===== config.mk =====
export PLATFORM = sky130hd
export DESIGN_NAME = dmem_arbiter
export DESIGN_NICKNAME = d
export VERILOG_FILES = /design/src/rtl/dmem_arbiter.sv
export SDC_FILE = /design/constraint.sdc
export NUM_CORES = 1
export LEC_CHECK = 0
export ABC_CLOCK_PERIOD_IN_PS = 3100
export CAP_MARGIN = 20
export CORE_ASPECT_RATIO = 1.75
export CORE_MARGIN = 2
export CORE_UTILIZATION = 44
export DETAILED_ROUTE_END_ITERATION = 6
export HOLD_SLACK_MARGIN = 0.15
export PLACE_DENSITY = 0.89
export SLEW_MARGIN = 15
export SYNTH_ARGS = -nofsm -noshare
export SYNTH_HDL_FRONTEND = slang
export SYNTH_SLANG_ARGS = --single-unit

===== constraint.sdc =====
create_clock -name clk -period 3.1 [get_ports clk]
set_input_delay 0.62 -clock clk [delete_from_list [all_inputs] [get_ports clk]]
set_output_delay 0.62 -clock clk [all_outputs]
set_load 0.05 [all_outputs]

===== src/rtl/dmem_arbiter.sv =====
// Serialises core LSU (c_*) and DMA (d_*) accesses onto the single data-memory port.
// Define DMEM_ARB_RR_EN for round-robin tie-breaking; otherwise the core always wins ties.
module dmem_arbiter #(
    parameter int RD_LATENCY = 3,
    parameter int WR_LATENCY = 3
) (
    input  logic        clk,
    input  logic        rst_n,
    input  logic        c_req,
    input  logic        c_we,
    input  logic [31:0] c_addr,
    input  logic [31:0] c_wdata,
    input  logic [3:0]  c_sign_mask,
    input  logic        d_req,
    input  logic        d_we,
    input  logic [31:0] d_addr,
    input  logic [31:0] d_wdata,
    input  logic [3:0]  d_sign_mask,
    output logic        c_gnt,
    output logic        c_rvalid,
    output logic [31:0] c_rdata,
    output logic        d_gnt,
    output logic        d_rvalid,
    output logic [31:0] d_rdata,
    output logic [31:0] mem_addr,
    output logic [31:0] mem_write_data,
    output logic        mem_memread,
    output logic        mem_memwrite,
    output logic [3:0]  mem_sign_mask,
    input  logic [31:0] mem_read_data,
    output logic        busy
);
    localparam int MAX_LAT = (RD_LATENCY > WR_LATENCY) ? RD_LATENCY : WR_LATENCY;
    localparam int CNT_W   = $clog2(MAX_LAT) + 1;
    localparam logic [CNT_W-1:0] RD_LOAD = CNT_W'(RD_LATENCY - 1);
    localparam logic [CNT_W-1:0] WR_LOAD = CNT_W'(WR_LATENCY - 1);

    typedef enum logic [1:0] {IDLE, ISSUE, WAIT} state_t;
    typedef enum logic {OWN_CORE = 1'b0, OWN_DMA = 1'b1} owner_t;

    state_t           state, state_next;
    owner_t           owner;
    logic             owner_we;
    logic [CNT_W-1:0] count;
    logic             pick_dma, sel_we, done;
`ifdef DMEM_ARB_RR_EN
    owner_t           last_owner;
`endif

    always_comb begin
        // NOTE: every combinational output gets a default first, so no path can infer a latch.
        state_next = state;
        done       = 1'b0;
        pick_dma   = d_req && !c_req;
`ifdef DMEM_ARB_RR_EN
        if (c_req && d_req) pick_dma = (last_owner == OWN_CORE);
`endif
        sel_we = pick_dma ? d_we : c_we;
        unique case (state)
            IDLE:  if (c_req || d_req) state_next = ISSUE;
            ISSUE: state_next = WAIT;
            WAIT: begin
                if (count == '0) begin
                    state_next = IDLE;
                    done       = 1'b1;
                end
            end
            default: state_next = IDLE;
        endcase
    end

    // NOTE: sequential state uses non-blocking assignments so every flop samples pre-edge values.
    always_ff @(posedge clk or negedge rst_n) begin
        if (!rst_n) begin
            state          <= IDLE;
            owner          <= OWN_CORE;
            owner_we       <= 1'b0;
            count          <= '0;
            busy           <= 1'b0;
            c_gnt          <= 1'b0;
            d_gnt          <= 1'b0;
            c_rvalid       <= 1'b0;
            d_rvalid       <= 1'b0;
            c_rdata        <= '0;
            d_rdata        <= '0;
            mem_addr       <= '0;
            mem_write_data <= '0;
            mem_sign_mask  <= '0;
            mem_memread    <= 1'b0;
            mem_memwrite   <= 1'b0;
`ifdef DMEM_ARB_RR_EN
            last_owner     <= OWN_DMA;
`endif
        end else begin
            state        <= state_next;
            busy         <= (state_next != IDLE);
            c_gnt        <= 1'b0;
            d_gnt        <= 1'b0;
            c_rvalid     <= 1'b0;
            d_rvalid     <= 1'b0;
            mem_memread  <= 1'b0;
            mem_memwrite <= 1'b0;

            // Payload and strobes are registered on acceptance so they are visible in ISSUE.
            if (state == IDLE && state_next == ISSUE) begin
                owner          <= pick_dma ? OWN_DMA : OWN_CORE;
                owner_we       <= sel_we;
                mem_addr       <= pick_dma ? d_addr : c_addr;
                mem_write_data <= pick_dma ? d_wdata : c_wdata;
                mem_sign_mask  <= pick_dma ? d_sign_mask : c_sign_mask;
                mem_memread    <= !sel_we;
                mem_memwrite   <= sel_we;
                c_gnt          <= !pick_dma;
                d_gnt          <= pick_dma;
            end

            if (state == ISSUE) begin
                count <= owner_we ? WR_LOAD : RD_LOAD;
`ifdef DMEM_ARB_RR_EN
                last_owner <= owner;
`endif
            end

            if (state == WAIT && count != '0) count <= count - CNT_W'(1);

            if (done && !owner_we) begin
                if (owner == OWN_DMA) begin
                    d_rdata  <= mem_read_data;
                    d_rvalid <= 1'b1;
                end else begin
                    c_rdata  <= mem_read_data;
                    c_rvalid <= 1'b1;
                end
            end
        end
    end
endmodule


==> summary.txt, run 1 <==
Worst setup path
  – CP arrival: 1670 ps
  – Delay-heaviest family, CP: buffers and inverters
  – Critical path startpoint category: register
  – Reg2reg setup slack: 920 ps
  – Slowest CP cell: clkdlybuf4s50_1
  – Reg2Reg Depth: 5
  – Setup CP Type: reg2out
  – Slowest stage delay, CP: 840 ps
  – CP max FO: 2
  – Critical path cell sequence: clkdlybuf4s50_1
  – Buf/Inv on CP: 1
  – Stages on worst setup path: 1
  – R2r startpoint: count[0]
  – Crit end category: output pin
  – Worst EP required: 2480 ps
  – Reg-to-reg critical path endpoint: d_rdata[28]

STA
  – Period utilisation layout: 74.0%
  – Fin. max-slew vios: 0
  – RSZ-0062 raised after global routing: false
  – Final Hold Fails: 0
  – Clock skew: 11.0 ps
  – Measured slew at the worst slew-check pin: 776 ps
  – Slew headroom: about half
  – Hold WS: 258 ps
  – Post-route setup TNS: 0 ps
  – Max Clk Rate: roughly 440 MHz
  – Tmin final: between 2000 and 2500 ps
  – Final setup fails: 0

GRT
  – Pin count of the biggest net entering global routing: 84
  – First-pass GRT wire length: 29800 µm
  – Vias in the first global route: 5476
  – Initial antenna violation count: 0
  – Total grt overflow: 0
  – Overall Global Routing Usage: 25.9%

Floorplan
  – Num ports: 313
  – Initial Util: ~45%
  – DIE AREA: 15200 µm²
  – Core area: 13900 µm²
  – FP Rows: 57
  – Die Wd: between 90 and 100 µm
  – DIE HEIGHT: 162 µm

Placement
  – GPL Wtd Cong: between 0.8 and 0.9
  – DP Area: between 9000 and 10000 µm²
  – DP Cell Count: 883
  – Port bufs: around 310
  – Detailed Place HPWL: 14400 µm

Power
  – P_int: 7.12 mW
  – Leakage power: approximately 4.7 nW
  – Sw Pwr: 5.96 mW
  – Register share of total power: 26.5%
  – Comb power frac: around 56%
  – Switch share: 45.6%
  – Pwr Density: ~1300 nW/µm²
  – VDD IR max: ~950 µV
  – Clock power share: 17.3%

Final layout
  – Core Util, Final: between 70% and 80%
  – Area Growth Syn to Fin: 61.3%
  – Most frequent cells in the layout: clkdlybuf4s50_1, dfrtp_1, and3_1, a221o_1, mux2_4
  – Final std cell area, no fill: approximately 10000 µm²
  – Non-filler instance count after layout: 915
  – Layout cells sized above 1: around 15%
  – Fillers: between 800 and 900
  – Final #Nets: around 900
  – Inserted Diodes: 0
  – Most common cell after layout, fill and taps aside: clkdlybuf4s50_1

Synthesis
  – FF+latch count, synth: 146
  – Syn Inst Count: around 430
  – Seq/Total Area, Yosys: 58.5%
  – Cell taking the most area after synthesis: dfrtp_1
  – Post-synth net total: 604
  – Top-area cell type share of the netlist area: about three fifths
  – Post-synth cell types: 31
  – Post-synthesis cell area: 6240 µm²
  – Most area-consuming cells after synthesis: dfrtp_1, mux2_4, a221o_1
  – YS warnings: 0
  – Mean area per synthesized cell: 14.6 µm²

Route
  – Routed WL per cell: 21.5 µm
  – DRC Markers: 0
  – Iteration count of the initial detailed-routing pass: 4
  – Final wirelength: 19600 µm
  – DRT antenna net count: 0
  – DR iter-0 viols: 226
  – Vias per inst: between 5 and 6
  – Via count: just over 5000

Clock tree
  – H-tree depth: 4
  – Clock-pin slew on the worst setup and hold paths: 60 ps
  – Cts repair resizes: 0
  – Postcts setup bufs: 0
  – Num CTS Buffers: 17
  – CTS sink cnt: 146
  – Root Buffer: clkbuf_16
  – Worst-Skew Late Latency: 410 ps
  – CTS Buffer Depth: 2
  – CTS tree: yes
  – Cts hold-fix bufs: 0

Min path
  – HP Class: in2async

Run
  – # Max-Cap Violations: 0

Outcome
  – Outcome: finished, final reports clean
[flip-flops by register name (all words and copies together), names as in the netlist]
name            cells
c_rdata            32
d_rdata            32
mem_addr           32
mem_write_data     32
mem_sign_mask       4
count               3
state               2
busy                1
c_gnt               1
c_rvalid            1
d_gnt               1
d_rvalid            1
mem_memread         1
mem_memwrite        1
owner               1
owner_we            1
[synth_stat cells (all sizes together)]
| master | instances |
|---|---|
| o21bai | 1 |
| o21ai | 3 |
| a21o | 1 |
| mux2i | 2 |
| a21oi | 1 |
| o22ai | 1 |
| or4 | 2 |
| clkbuf | 29 |
| a211o | 1 |
| o31a | 1 |
| nor2b | 5 |
| dfrtp | 146 |
| mux2 | 64 |
| ha | 2 |
| a31oi | 1 |
| nor2 | 4 |
| buf | 11 |
| a221o | 68 |
| and3 | 68 |
| o211ai | 1 |
| nand2b | 4 |
| o22a | 1 |
| inv | 8 |
| and2 | 3 |
[worst max path at each step]
stage / start / end
floorplan: count[0] / d_rdata[12]
global placement: d_req / mem_write_data[3]
detailed placement: d_req / mem_write_data[5]
CTS: mem_write_data[3] / mem_write_data[3]
global route: mem_write_data[3] / mem_write_data[3]
finish: mem_write_data[3] / mem_write_data[3]
[layer usage]
| layer | vias up | global-route usage [%] | wire length (µm) |
|---|---|---|---|
| li1 | 2222 | - | - |
| met1 | 2479 | 28.7 | 7110 |
| met2 | 288 | 44.6 | 10200 |
| met3 | 49 | 7.79 | 1480 |
| met4 | 0 | 12.3 | 838 |
| met5 | - | 0 | 0 |
[cell families (layout without fill, tap and decap cells)]
group / after synthesis / count (layout) / synth area share, %
simple gates: 86 / 86 / 8.78
buf+inv: 48 / 358 / 4.77
fa+ha+maj: 2 / 2 / 0.401
compound gates: 80 / 80 / 12.2
flops: 146 / 146 / 58.5
mux: 66 / 66 / 15.3
[area by class of cell]
class / count / area (µm²) / area share [%]
multi-input combinational: 234 / 2310 / 22.9
tap: 177 / 221 / 2.20
timing repair buffer: 318 / 3200 / 31.8
inverter: 8 / 30.0 / 0.298
clock buffer: 18 / 429 / 4.26
sequential: 146 / 3650 / 36.3
clock inverter: 14 / 225 / 2.24
[power by group through the flow]
stage	Combinational (mW)	Clock (mW)	Sequential, mW
5_1_grt	7.62	2.39	3.56
3_5_place_dp	7.36	0	3.46
2_1_floorplan	1.78	0	6.41
3_3_place_gp	7.19	0	3.40
4_1_cts	7.39	2.30	3.46
6_report	7.36	2.26	3.46
[per-stage QoR]
| step | total power, mW | worst slack, ps |
|---|---|---|
| 2_1_floorplan | 8.19 | 1180 |
| 3_5_place_dp | 10.8 | 753 |
| 6_report | 13.1 | 807 |
| 3_3_place_gp | 10.6 | 805 |
| 4_1_cts | 13.1 | 806 |
| 5_1_grt | 13.6 | 773 |
(Power assumes the default switching activity.)
==> run 2: changes to the inputs <==
- ABC_CLOCK_PERIOD_IN_PS: 3100 -> 2000
- CORE_UTILIZATION: 44 -> 37
- PLACE_DENSITY: 0.89 -> 0.8
- clock period: 3.1 -> 2 ns (I/O delays scaled with it)
==> run 2 against run 1 <==
Sequential power up 53%. Register-to-register slack worse by 870 ps. Design area up 2.2%. Core utilization down 9.8 points. Flip-flop and latch count unchanged. Worst setup slack worse by 770 ps. First-iteration DRC count down 19%.
==> summary.txt, run 2 (synthesis results as in run 1) <==
Power
  – Sw Pwr: 9.09 mW (+53%)
  – Clock power share: 16.4% (-0.9 points)
  – Pwr Density: 1890 nW/µm² (+46%)
  – VDD IR max: 990 µV (+4.1%)
  – Register share of total power: 27.1% (+0.6 points)
  – P_int: 10.4 mW (+46%)
  – Comb power frac: 56.6% (+0.4 points)
  – Switch share: 46.6% (+1.1 points)
  – Leakage power: 5.54 nW (+19%)

Min path
  – Worst hold path depth: 2
  – HP Class: in2reg
  – Hold Path Sink: c_gnt
  – Hold path start: c_req

Clock tree
  – Num CTS Buffers: 17 (unchanged)
  – Postcts setup bufs: 0 (unchanged)
  – CTS tree: yes
  – CTS Buffer Depth: 2 (unchanged)
  – Root Buffer: clkbuf_16
  – Worst-Skew Late Latency: 400 ps (about the same)
  – CTS sink cnt: 146 (unchanged)
  – Clock-pin slew on the worst setup and hold paths: 60 ps (about the same)
  – H-tree depth: 4 (unchanged)

Worst setup path
  – CP arrival: 1560 ps (-110 ps)
  – Buf/Inv on CP: 1 (unchanged)
  – Critical path startpoint category: register
  – Setup CP Type: reg2out
  – Slowest stage delay, CP: 800 ps (-40 ps)
  – CP max FO: 2 (unchanged)
  – Delay-heaviest family, CP: buffers and inverters
  – R2r startpoint: count[0]
  – Reg-to-reg critical path endpoint: d_rdata[25]
  – Critical path cell sequence: clkdlybuf4s50_1
  – Crit end category: output pin
  – Slowest CP cell: clkdlybuf4s50_1
  – Reg2reg setup slack: 50 ps (-870 ps)
  – Reg2Reg Depth: 6 (+1)
  – Worst EP required: 1600 ps (-880 ps)

STA
  – Final Hold Fails: 0 (unchanged)
  – Final setup fails: 0 (unchanged)
  – Max Clk Rate: 510 MHz
  – Post-route setup TNS: 0 ps (unchanged)
  – Slew headroom: 63.3% (+15 points)
  – Fin. max-slew vios: 0 (unchanged)
  – Measured slew at the worst slew-check pin: 553 ps (-223 ps)
  – Tmin final: 1960 ps
  – Clock skew: 11.7 ps (+0.726 ps)
  – Period utilisation layout: a little over nine tenths

Final layout
  – Non-filler instance count after layout: 971 (+6.1%)
  – Most common cell after layout, fill and taps aside: clkdlybuf4s50_1
  – Sequential cell area: 3650 µm² (unchanged)
  – Layout cells sized above 1: 17.9% (+3.2 points)
  – Multi-input logic area: 2320 µm² (+0.54%)
  – Area Growth Syn to Fin: 64.9%
  – Most frequent cells in the layout: clkdlybuf4s50_1, dfrtp_1, dlymetal6s2s_1
  – Final #Nets: 911 (+1.1%)
  – Fillers: 1275 (+43%)
  – Inserted Diodes: 0 (unchanged)

Placement
  – DP Cell Count: 939 (+6.3%)
  – Detailed Place HPWL: 13900 µm (-3.5%)
  – GPL Wtd Cong: 0.784 (-5.7%)
  – Port bufs: 312 (unchanged)

GRT
  – Pin count of the biggest net entering global routing: 69 (-18%)
  – Vias in the first global route: 5305 (-3.1%)
  – Initial antenna violation count: 0 (unchanged)
  – Total grt overflow: 0 (unchanged)
  – Overall Global Routing Usage: 20.4% (-5.4 points)
  – First-pass GRT wire length: 28300 µm (-4.8%)

Run
  – # Max-Cap Violations: 0 (unchanged)

Route
  – DR iter-0 viols: 183 (-19%)
  – Via count: 4968 (-1.4%)
  – Final wirelength: 18600 µm (-5.0%)
  – Vias per inst: 5.12 (-7.1%)
  – Iteration count of the initial detailed-routing pass: 6 (+2)
  – DRC Markers: 0 (unchanged)
  – DRT antenna net count: 0 (unchanged)
  – Routed WL per cell: 19.2 µm (-10%)

Floorplan
  – Num ports: 313 (unchanged)
  – Die Wd: 102 µm (+8.7%)
  – Initial Util: 38.0% (-6.9 points)
  – DIE HEIGHT: 176 µm (+8.8%)
  – Core area: 16400 µm² (+18%)
  – DIE AREA: 18000 µm² (+18%)
  – FP Rows: 62 (+8.8%)

Outcome
  – Outcome: finished, final reports clean
## run 2: cell count changes in the layout (fill, tap and decap cells not counted), moves of 2 or more
cell / previous run / this run
buf_12: 3 / 6
buf_4: 3 / 24
bufinv_16: 5 / 2
clkbuf_8: 0 / 2
clkdlybuf4s50_1: 310 / 185
clkinv_4: 1 / 4
dlygate4sd2_1: 0 / 39
dlymetal6s2s_1: 0 / 71
## run 2: area by class of cell
class                   count  share of cell area [%]
flip-flops and latches    146                    35.5
repair buffers            328                    33.1
well taps                 224                    2.72
inverters                   8                   0.292
clock inverters            12                    1.42
clock buffers              19                    4.40
multi-input cells         234                    22.6
## run 2: per-layer routing
metal  track usage [%]  part of all wire, %  routed length, µm  vias to the layer above
met5                 0                    0                  0                        -
met4              8.00                  2.8                520                        0
li1                  -                    -                  -                     2246
met2              34.2                   51               9480                      281
met3              6.76                  9.2               1710                       36
met1              23.9                   37               6950                     2405
## run 2: power by group through the flow
stage	Clock [mW]	Combinational [mW]	Sequential, mW
5_1_grt	3.43	11.5	5.44
3_5_place_dp	0	11.4	5.31
6_report	3.19	11.0	5.28
4_1_cts	3.27	11.1	5.30
3_3_place_gp	0	11.2	5.29
2_1_floorplan	0	2.76	9.94
## run 2: metrics by stage
stage / hold slack (ps) / worst slack [ps] / area (µm²) / utilization [%] / total power [mW]
6_report: 332 / 38.1 / 10300 / 62.6 / 19.5
5_1_grt: 319 / -17.8 / 10300 / 62.6 / 20.4
4_1_cts: 314 / 0.216 / 10100 / 61.4 / 19.7
3_5_place_dp: 296 / 15.3 / 9540 / 58.0 / 16.7
3_3_place_gp: 291 / 69.7 / 9540 / 58.0 / 16.5
2_1_floorplan: 104 / 84.1 / 6240 / - / 12.7
## run 2: how the worst max path moves through the flow
stage,startpoint,to,slack [ps],cells past startpoint
after floorplan,count[0],d_rdata[12],80,7
after global placement,count[0],c_rdata[12],70,6
after detailed placement,count[0],c_rdata[28],20,6
after CTS,mem_addr[4],mem_addr[4],0.2,1
after global routing,d_rdata[25],d_rdata[25],-20,1
final,d_rdata[25],d_rdata[25],40,1
## run 2: what timing repair did
action | 4_1_cts | 5_1_grt
gates resized for setup | 39 | 73
hold buffers | 1 | 0
endpoints found under the hold margin | 28 | 0
endpoints found under the setup margin | 39 | 135
